--- src/rtl/i2c_pkg.sv ---
// Shared definitions for the I2C target: FSM states, bus ACK levels and bit-counter sizing.
package i2c_pkg;

    typedef enum logic [3:0] {
        ST_IDLE,
        ST_ADDR,
        ST_ADDR_ACK,
        ST_PTR,
        ST_PTR_ACK,
        ST_WDATA,
        ST_WDATA_ACK,
        ST_RDATA,
        ST_RDATA_ACK,
        ST_WAIT_STOP
    } state_t;

    localparam logic I2C_ACK  = 1'b0;
    localparam logic I2C_NACK = 1'b1;

    localparam int BIT_CNT_W = 3;
    localparam logic [BIT_CNT_W-1:0] LAST_BIT = '1;

    // Address phase frame is {addr[6:0], rw}.
    function automatic logic addr_match(input logic [7:0] frame, input logic [6:0] tgt);
        return frame[7:1] == tgt;
    endfunction

endpackage

--- src/rtl/i2c_bus_sync.sv ---
// Brings raw SCL/SDA into the clk domain and derives edge and START/STOP events.
module i2c_bus_sync (
    input  logic clk,
    input  logic rst,
    input  logic scl_i,
    input  logic sda_i,
    output logic scl_rise,
    output logic scl_fall,
    output logic start_det,
    output logic stop_det,
    output logic sda_s
);

    logic [1:0] scl_pipe;
    logic [1:0] sda_pipe;
    logic       scl_s;
    logic       scl_d;
    logic       sda_d;

    // Reset to the idle-bus level so no spurious edge appears right after reset.
    always_ff @(posedge clk) begin
        if (rst) begin
            scl_pipe <= 2'b11;
            sda_pipe <= 2'b11;
            scl_d    <= 1'b1;
            sda_d    <= 1'b1;
        end else begin
            scl_pipe <= {scl_pipe[0], scl_i};
            sda_pipe <= {sda_pipe[0], sda_i};
            scl_d    <= scl_s;
            sda_d    <= sda_s;
        end
    end

    assign scl_s     = scl_pipe[1];
    assign sda_s     = sda_pipe[1];
    assign scl_rise  = scl_s & ~scl_d;
    assign scl_fall  = ~scl_s & scl_d;
    assign start_det = scl_s & scl_d & sda_d & ~sda_s;
    assign stop_det  = scl_s & scl_d & ~sda_d & sda_s;

endmodule

--- src/rtl/i2c_target.sv ---
// I2C target with a register pointer into an external 8-bit register file, auto-incrementing
// on every data byte. SDA is open-drain: sda_oe=1 pulls the line low.
module i2c_target
    import i2c_pkg::*;
#(
    parameter logic [6:0] TGT_ADDR  = 7'h50,
    parameter logic [7:0] PTR_RESET = 8'h00
) (
    input  logic       clk,
    input  logic       rst,
    input  logic       scl_i,
    input  logic       sda_i,
    output logic       sda_oe,
    output logic [7:0] reg_addr,
    output logic [7:0] reg_wdata,
    output logic       reg_wr_en,
    input  logic [7:0] reg_rdata,
    output logic       busy
);

    logic scl_rise, scl_fall, start_det, stop_det, sda_s;

    i2c_bus_sync u_sync (
        .clk       (clk),
        .rst       (rst),
        .scl_i     (scl_i),
        .sda_i     (sda_i),
        .scl_rise  (scl_rise),
        .scl_fall  (scl_fall),
        .start_det (start_det),
        .stop_det  (stop_det),
        .sda_s     (sda_s)
    );

    state_t                state, state_nxt;
    logic [BIT_CNT_W-1:0]  bit_cnt, bit_cnt_nxt;
    logic                  byte_done, byte_done_nxt;
    logic                  rw, rw_nxt;
    logic                  acked, acked_nxt;
    logic [7:0]            shifter, shifter_nxt;
    logic [7:0]            reg_addr_nxt, reg_wdata_nxt;
    logic                  sda_oe_nxt, wr_en_nxt, busy_nxt;

    always_ff @(posedge clk) begin
        if (rst) begin
            state     <= ST_IDLE;
            bit_cnt   <= '0;
            byte_done <= 1'b0;
            rw        <= 1'b0;
            acked     <= 1'b0;
            shifter   <= 8'h00;
            reg_addr  <= PTR_RESET;
            reg_wdata <= 8'h00;
            sda_oe    <= 1'b0;
            reg_wr_en <= 1'b0;
            busy      <= 1'b0;
        end else begin
            state     <= state_nxt;
            bit_cnt   <= bit_cnt_nxt;
            byte_done <= byte_done_nxt;
            rw        <= rw_nxt;
            acked     <= acked_nxt;
            shifter   <= shifter_nxt;
            reg_addr  <= reg_addr_nxt;
            reg_wdata <= reg_wdata_nxt;
            sda_oe    <= sda_oe_nxt;
            reg_wr_en <= wr_en_nxt;
            busy      <= busy_nxt;
        end
    end

    // byte_done marks the 8th SCL rise; the byte is acted on at the following SCL fall,
    // which keeps every sda_oe change inside the SCL low phase.
    always_comb begin
        state_nxt     = state;
        bit_cnt_nxt   = bit_cnt;
        byte_done_nxt = byte_done;
        rw_nxt        = rw;
        acked_nxt     = acked;
        shifter_nxt   = shifter;
        reg_addr_nxt  = reg_addr;
        reg_wdata_nxt = reg_wdata;
        sda_oe_nxt    = sda_oe;
        wr_en_nxt     = 1'b0;
        busy_nxt      = busy;

        if (reg_wr_en) begin
            reg_addr_nxt = reg_addr + 8'd1;
        end

        if (start_det) begin
            state_nxt     = ST_ADDR;
            bit_cnt_nxt   = '0;
            byte_done_nxt = 1'b0;
            acked_nxt     = 1'b0;
            sda_oe_nxt    = 1'b0;
        end else if (stop_det) begin
            state_nxt     = ST_IDLE;
            bit_cnt_nxt   = '0;
            byte_done_nxt = 1'b0;
            acked_nxt     = 1'b0;
            sda_oe_nxt    = 1'b0;
            busy_nxt      = 1'b0;
        end else begin
            case (state)
                ST_ADDR, ST_PTR, ST_WDATA: begin
                    if (scl_rise && !byte_done) begin
                        shifter_nxt   = {shifter[6:0], sda_s};
                        bit_cnt_nxt   = bit_cnt + 1'b1;
                        byte_done_nxt = (bit_cnt == LAST_BIT);
                    end else if (scl_fall && byte_done) begin
                        byte_done_nxt = 1'b0;
                        bit_cnt_nxt   = '0;
                        sda_oe_nxt    = ~I2C_ACK;
                        case (state)
                            ST_ADDR: begin
                                if (addr_match(shifter, TGT_ADDR)) begin
                                    busy_nxt  = 1'b1;
                                    rw_nxt    = shifter[0];
                                    state_nxt = ST_ADDR_ACK;
                                end else begin
                                    sda_oe_nxt = 1'b0;
                                    busy_nxt   = 1'b0;
                                    state_nxt  = ST_WAIT_STOP;
                                end
                            end
                            ST_PTR: begin
                                reg_addr_nxt = shifter;
                                state_nxt    = ST_PTR_ACK;
                            end
                            default: begin
                                reg_wdata_nxt = shifter;
                                wr_en_nxt     = 1'b1;
                                state_nxt     = ST_WDATA_ACK;
                            end
                        endcase
                    end
                end
                ST_ADDR_ACK: begin
                    if (scl_fall) begin
                        bit_cnt_nxt   = '0;
                        byte_done_nxt = 1'b0;
                        if (rw) begin
                            shifter_nxt = reg_rdata;
                            sda_oe_nxt  = ~reg_rdata[7];
                            state_nxt   = ST_RDATA;
                        end else begin
                            sda_oe_nxt = 1'b0;
                            state_nxt  = ST_PTR;
                        end
                    end
                end
                ST_PTR_ACK, ST_WDATA_ACK: begin
                    if (scl_fall) begin
                        sda_oe_nxt = 1'b0;
                        state_nxt  = ST_WDATA;
                    end
                end
                ST_RDATA: begin
                    if (scl_rise && !byte_done) begin
                        bit_cnt_nxt   = bit_cnt + 1'b1;
                        byte_done_nxt = (bit_cnt == LAST_BIT);
                    end else if (scl_fall) begin
                        if (byte_done) begin
                            sda_oe_nxt    = 1'b0;
                            byte_done_nxt = 1'b0;
                            bit_cnt_nxt   = '0;
                            acked_nxt     = 1'b0;
                            state_nxt     = ST_RDATA_ACK;
                        end else if (bit_cnt != '0) begin
                            shifter_nxt = {shifter[6:0], 1'b0};
                            sda_oe_nxt  = ~shifter[6];
                        end
                    end
                end
                ST_RDATA_ACK: begin
                    // The pointer advances on the ACK clock either way, so a NACKed read
                    // still leaves the pointer past the last byte sent.
                    if (scl_rise && !acked) begin
                        reg_addr_nxt = reg_addr + 8'd1;
                        if (sda_s == I2C_NACK) begin
                            busy_nxt  = 1'b0;
                            state_nxt = ST_WAIT_STOP;
                        end else begin
                            acked_nxt = 1'b1;
                        end
                    end else if (scl_fall && acked) begin
                        acked_nxt   = 1'b0;
                        bit_cnt_nxt = '0;
                        shifter_nxt = reg_rdata;
                        sda_oe_nxt  = ~reg_rdata[7];
                        state_nxt   = ST_RDATA;
                    end
                end
                default: begin
                    sda_oe_nxt = 1'b0;
                end
            endcase
        end
    end

endmodule

--- config.mk ---
export PLATFORM = sky130hd
export DESIGN_NAME = i2c_target
export DESIGN_NICKNAME = d
export VERILOG_FILES = /design/src/rtl/i2c_pkg.sv /design/src/rtl/i2c_bus_sync.sv /design/src/rtl/i2c_target.sv
export SDC_FILE = /design/constraint.sdc
export NUM_CORES = 1
export LEC_CHECK = 0
export CAP_MARGIN = 30
export CORE_MARGIN = 2
export CORE_UTILIZATION = 45
export DETAILED_ROUTE_END_ITERATION = 10
export HOLD_SLACK_MARGIN = 0.1
export PLACE_DENSITY_LB_ADDON = 0.08
export REMOVE_ABC_BUFFERS = 1
export SYNTH_ARGS = -nofsm -noshare
export SYNTH_HDL_FRONTEND = slang
export SYNTH_HIERARCHICAL = 1
export SYNTH_SLANG_ARGS = --single-unit
--- constraint.sdc ---
create_clock -name clk -period 2.8 [get_ports clk]
set_input_delay 0.56 -clock clk [delete_from_list [all_inputs] [get_ports clk]]
set_output_delay 0.56 -clock clk [all_outputs]
set_load 0.01 [all_outputs]
==> out/results.tsv, run 1 <==
metric	value	unit
status	completed	
crit-path max FO	21	
Reg-to-Reg End	shifter[2]	
DRT Wirelength	5980	um
Total Nets Final	328	
most frequent cells in the layout	dfxtp_1, nor2_1, clkdlybuf4s50_1, mux2i_1, nand2_1	
Reg2Reg Setup Slack	0.66	ns
vias in the first global route	2046	
# diodes	0	
VDD IR max	0.000319	V
core area	5200	um2
ANT nets after route	0	
Via Count	2187	
grt ovf	0	
cell area after synthesis	2460	um2
Worst Path Required	3.01	ns
DP Area	2820	um2
critical path launch point type	register	
crit end category	register	
Worst Setup EP	shifter[2]	
Setup CP Type	reg2reg	
Max Slew Vio Count	0	
Synth Area per Inst	8.69	um2
unrepaired setup endpoints after global routing	no	
Post-synth EDFFs	0	
Cell Pwr Density	415	nW/um2
Synth Warn #	6	
hold buffer count at CTS	0	
Port Buffers	30	
clock latency at the later pin of the worst-skew pair	0.29	ns
first-pass GRT wire length	10100	um
Hold Fails Final Rpt	0	
Post-CTS Resized	0	
Fmax achieved	467	MHz
IO Pins	31	
final setup vio count	0	
largest net degree at the start of global routing	22	
deepest level of the CTS H-tree	2	
initial DRC count	204	
Tmin final	2.14	ns
Synth async-reset ratio	0	%
gpl congestion	0.874	
# rows	26	
register area share after synthesis	35.0	%
worst r2r src	state[2]	
DIE WIDTH	77.9	um
Clock Tree Buf Depth	2	
crit path DAT	2.35	ns
chip height	77.9	um
Mapped Cells	283	
DP HPWL	4290	um
CTS tree	yes	
Max-Slew Margin vs Limit	57.6	%
post-synth cell types	58	
final setup TNS	0	ns
max-cap violation count	0	
final period utilization	76.4	%
commonest non-fill, non-tap cell in the layout	dfxtp_1	
final instance area	2930	um2
Post-CTS Setup Inserts	0	
worst clock skew	0.0123	ns
Worst-Margin Slew	0.636	ns
FF-to-FF path depth	6	
CTS sink count	43	
share of layout cells above drive strength 1	8.95	%
initial antenna violation count	0	
Root Driver	clkbuf_8	
leakage power	1.14	nW
synthesized flop and latch total	43	
Via density	5.71	
mean routed wirelength per cell	15.6	um
clock buffer count from CTS	5	
Synth-to-Final Area Change	19.3	%
Synth Flop Type	dfxtp_1	
CP Launch Point	state[2]	
Detailed Routing Iterations Pass 1	4	
Clock transition at path regs	0.08	ns
Tot GR Track Use	20.6	%
drt drc	0	
Die ar.	6070	um2
Starting Density	47.2	%
worst hold-check path type	reg2reg	
-- cell families after synthesis --
group,after synthesis,synth area share (%)
fa+ha+maj,4,2.04
compound gates,67,19.8
flops,43,35.0
mux,19,7.79
buf+inv,25,4.99
xor+xnor,11,3.92
simple gates,114,26.4
-- routing by layer --
metal / part of all wire, % / GRT usage [%] / up-vias
met1: 49 / 29.5 / 1034
met5: 0 / 0 / -
met4: 0.62 / 5.79 / 0
li1: - / - / 1096
met2: 47 / 32.2 / 53
met3: 3.7 / 3.37 / 4
-- flip-flops by register name, indices dropped and copies added (netlist names) --
name,count
byte_done,1
state,4
reg_wr_en,1
busy,1
reg_addr,8
u_sync/scl_pipe,2
sda_oe,1
u_sync/sda_pipe,2
rw,1
acked,1
u_sync/sda_d,1
bit_cnt,3
reg_wdata,8
shifter,8
u_sync/scl_d,1
-- cell usage after synthesis, drive strengths merged (3+ instances only) --
library cell	n	area [um2]
clkbuf	6	22.5
a21oi	8	40.0
or3	3	18.8
nor4b	3	47.5
a31oi	5	31.3
nand4	5	31.3
a211oi	9	77.6
and2	3	18.8
inv	8	30.0
a21boi	3	22.5
nand2	11	41.3
xnor2	7	61.3
and3	3	18.8
ha	4	50.1
buf	11	70.1
dfxtp	43	861
or2	6	37.5
a22oi	7	52.6
nor3	4	20.0
nor2b	9	56.3
o22ai	7	43.8
a211o	4	36.3
mux2i	18	180
nand3	6	30.0
xor2	4	35.0
o21ai	8	40.0
nor2	40	153
nand2b	4	25.0
nor4bb	3	30.0
and4b	3	30.0
-- where the power goes --
group	total, mW	switching [mW]	leakage, nW	internal (mW)
sequential	0.640	0.0177	0.348	0.623
clock	0.483	0.217	0.0581	0.266
combinational	0.0938	0.0485	0.736	0.0453
total	1.22	0.283	1.14	0.934
-- per-stage QoR --
step	util (%)	cells	worst slack (ns)	power [mW]	hold slack [ns]
2_1_floorplan	-	266	0.493	0.701	0.383
3_3_place_gp	54.2	375	0.567	0.748	0.385
3_5_place_dp	54.2	375	0.541	0.748	0.393
4_1_cts	56.4	383	0.679	1.23	0.412
5_1_grt	56.4	383	0.454	1.27	0.429
6_report	56.4	383	0.661	1.22	0.406
-- worst max-delay path, cell delays in order (launching register included) --
cell      delay (ns)
dfxtp_1         0.73
nor4b_2         0.19
a211o_1         0.37
nor4b_4         0.23
buf_4           0.26
nor2_1          0.06
a211oi_1        0.21
-- cell type report --
cell class	instances	area, um2
Timing Repair Buffer	39	368
Tap cell	70	87.6
Inverter	8	30.0
Sequential cell	43	861
Clock inverter	3	43.8
Fill cell	506	2270
Clock buffer	5	68.8
Multi-Input combinational cell	215	1480
-- worst min path at each step --
stage	from	cells past startpoint	to
floorplan	u_sync/scl_pipe[0]	1	u_sync/scl_pipe[1]
global placement	u_sync/scl_pipe[0]	1	u_sync/scl_pipe[1]
detailed placement	u_sync/scl_pipe[0]	1	u_sync/scl_pipe[1]
CTS	u_sync/scl_pipe[0]	1	u_sync/scl_pipe[1]
global route	u_sync/scl_pipe[0]	1	u_sync/scl_pipe[1]
finish	u_sync/scl_pipe[0]	1	u_sync/scl_pipe[1]
No activity file was read; power rests on OpenSTA's default activity.
==> run 2: changes to the inputs <==
Clock period 2.8 ns to 2.2 ns, I/O delays scaled along.
==> run 2 against run 1 <==
  * Clock power up 32%
  * Die area unchanged
  * Critical path type unchanged
  * Cell count up 4.2%
  * Clock skew grew 0.0037 ns
  * Sequential cell count is the same
  * Via count is 5.9% higher
  * Largest power group unchanged
  * Critical endpoint is now reg_addr[2]
  * Power is 31% higher
  * Clock-buffer cell count is the same
  * Fmax grew 3.7%
==> out/results.tsv, run 2 (synthesis results as in run 1) <==
metric	value	unit	change
Hold Startpoint	u_sync/scl_pipe[0]		
DP Area	2950	um2	+4.4%
DIE WIDTH	77.9	um	unchanged
gpl congestion	0.906		+3.7%
Clock Tree Buf Depth	2		unchanged
Tot GR Track Use	21.7	%	+1.1 points
crit-path max FO	11		-48%
core area	5200	um2	unchanged
Hold Fails Final Rpt	0		unchanged
Max Slew Vio Count	0		unchanged
crit end category	register		
CTS tree	yes		
power consumption	1.60	mW	+31%
VDD IR max	0.000396	V	+24%
initial DRC count	173		-15%
Max-Slew Margin vs Limit	66.9	%	+9.3 points
DP HPWL	4620	um	+7.6%
CTS sink count	43		unchanged
Worst-Margin Slew	0.493	ns	-0.142 ns
final instance area	3080	um2	+4.9%
share of layout cells above drive strength 1	13.4	%	+4.4 points
Worst Path Required	2.39	ns	-0.62 ns
deepest level of the CTS H-tree	2		unchanged
Tmin final	2.06	ns	-0.0760 ns
Via density	5.80		+1.6%
chip height	77.9	um	unchanged
vias in the first global route	2120		+3.6%
# diodes	0		unchanged
Detailed Routing Iterations Pass 1	5		+1
grt ovf	0		unchanged
worst clock skew	0.0160	ns	+0.00365 ns
Starting Density	47.2	%	unchanged
Clock transition at path regs	0.10	ns	+0.02 ns
most frequent cells in the layout	dfxtp_1, nor2_1, clkdlybuf4s50_1, buf_4, mux2i_1		
final period utilization	93.8	%	+17 points
FF-to-FF path depth	6		unchanged
worst hold stages	1		unchanged
drt drc	0		unchanged
mean routed wirelength per cell	15.9	um	+1.5%
Root Driver	clkbuf_8		
worst hold-check path type	reg2reg		
Die ar.	6070	um2	unchanged
worst r2r src	state[0]		
Largest regs	reg_addr: 8 flops, reg_wdata: 8 flops, shifter: 8 flops		
final setup vio count	0		unchanged
Via Count	2315		+5.9%
Min-Delay Endpoint	u_sync/scl_pipe[1]		
commonest non-fill, non-tap cell in the layout	dfxtp_1		
Reg2Reg Setup Slack	0.14	ns	-0.52 ns
initial antenna violation count	0		unchanged
ANT nets after route	0		unchanged
first-pass GRT wire length	10500	um	+4.0%
Synth-to-Final Area Change	25.2	%	
# rows	26		unchanged
clock buffer count from CTS	5		unchanged
Fmax achieved	485	MHz	+3.7%
leakage power	1.23	nW	+7.8%
Cell Pwr Density	518	nW/um2	+25%
Reg-to-Reg End	reg_addr[2]		
crit path DAT	2.26	ns	-0.09 ns
critical path launch point type	register		
Fillers	479		-5.3%
hold buffer count at CTS	0		unchanged
status	completed		
IO Pins	31		unchanged
DRT Wirelength	6330	um	+5.7%
Setup CP Type	reg2reg		
clock latency at the later pin of the worst-skew pair	0.30	ns	about the same
Total Nets Final	344		+4.9%
unrepaired setup endpoints after global routing	no		
max-cap violation count	0		unchanged
Port Buffers	30		unchanged
Post-CTS Resized	0		unchanged
largest net degree at the start of global routing	33		+50%
run 2: critical path, stage by stage, from the launching register on:
cell and delay (ns):
dfxtp_1 0.57, buf_4 0.21, nand4b_1 0.25, nor4b_1 0.32
a211o_1 0.27, o22ai_1 0.10, a31o_2 0.23
run 2: power breakdown:
group | total [mW] | switching [mW] | internal, mW
logic | 0.145 | 0.0708 | 0.0742
clock network | 0.639 | 0.300 | 0.339
registers | 0.811 | 0.0187 | 0.793
run 2: timing repair:
item,4_1_cts,5_1_grt
setup endpoints to repair,0,8
buffers inserted,0,1
hold endpoints to repair,0,0
run 2: final cells by class:
class,count,area (um2),area share [%]
multi-input combinational,215,1480,47.9
timing repair buffer,55,513,16.7
clock inverter,3,43.8,1.42
clock buffer,5,68.8,2.23
inverter,8,30.0,0.975
sequential,43,861,28.0
tap,70,87.6,2.84
run 2: how the worst max path moves through the flow:
stage                  startpoint           to
2_1_floorplan            state[1]   bit_cnt[1]
3_3_place_gp             state[3]   shifter[7]
3_5_place_dp         u_sync/scl_d   shifter[3]
4_1_cts              u_sync/scl_d   shifter[3]
5_1_grt        u_sync/scl_pipe[1]     state[2]
6_report                 state[0]  reg_addr[2]
run 2: metrics by stage:
| stage | setup WS (ns) | TNS, ns | hold WS (ns) | std cells | util, % |
|---|---|---|---|---|---|
| finish | 0.137 | 0 | 0.410 | 399 | 59.2 |
| global route | 0.00209 | 0 | 0.433 | 399 | 59.2 |
| CTS | 0.0106 | 0 | 0.414 | 398 | 58.8 |
| detailed placement | 0.0344 | 0 | 0.394 | 390 | 56.6 |
| global placement | 0.108 | 0 | 0.385 | 390 | 56.6 |
| floorplan | -0.107 | -0.600 | 0.383 | 266 | - |
run 2: metal layers:
layer	share of wire, %	GRT usage, %
met2	45	33.0
met5	0	0
met3	4.9	4.07
met1	49	31.5
met4	0.96	5.61
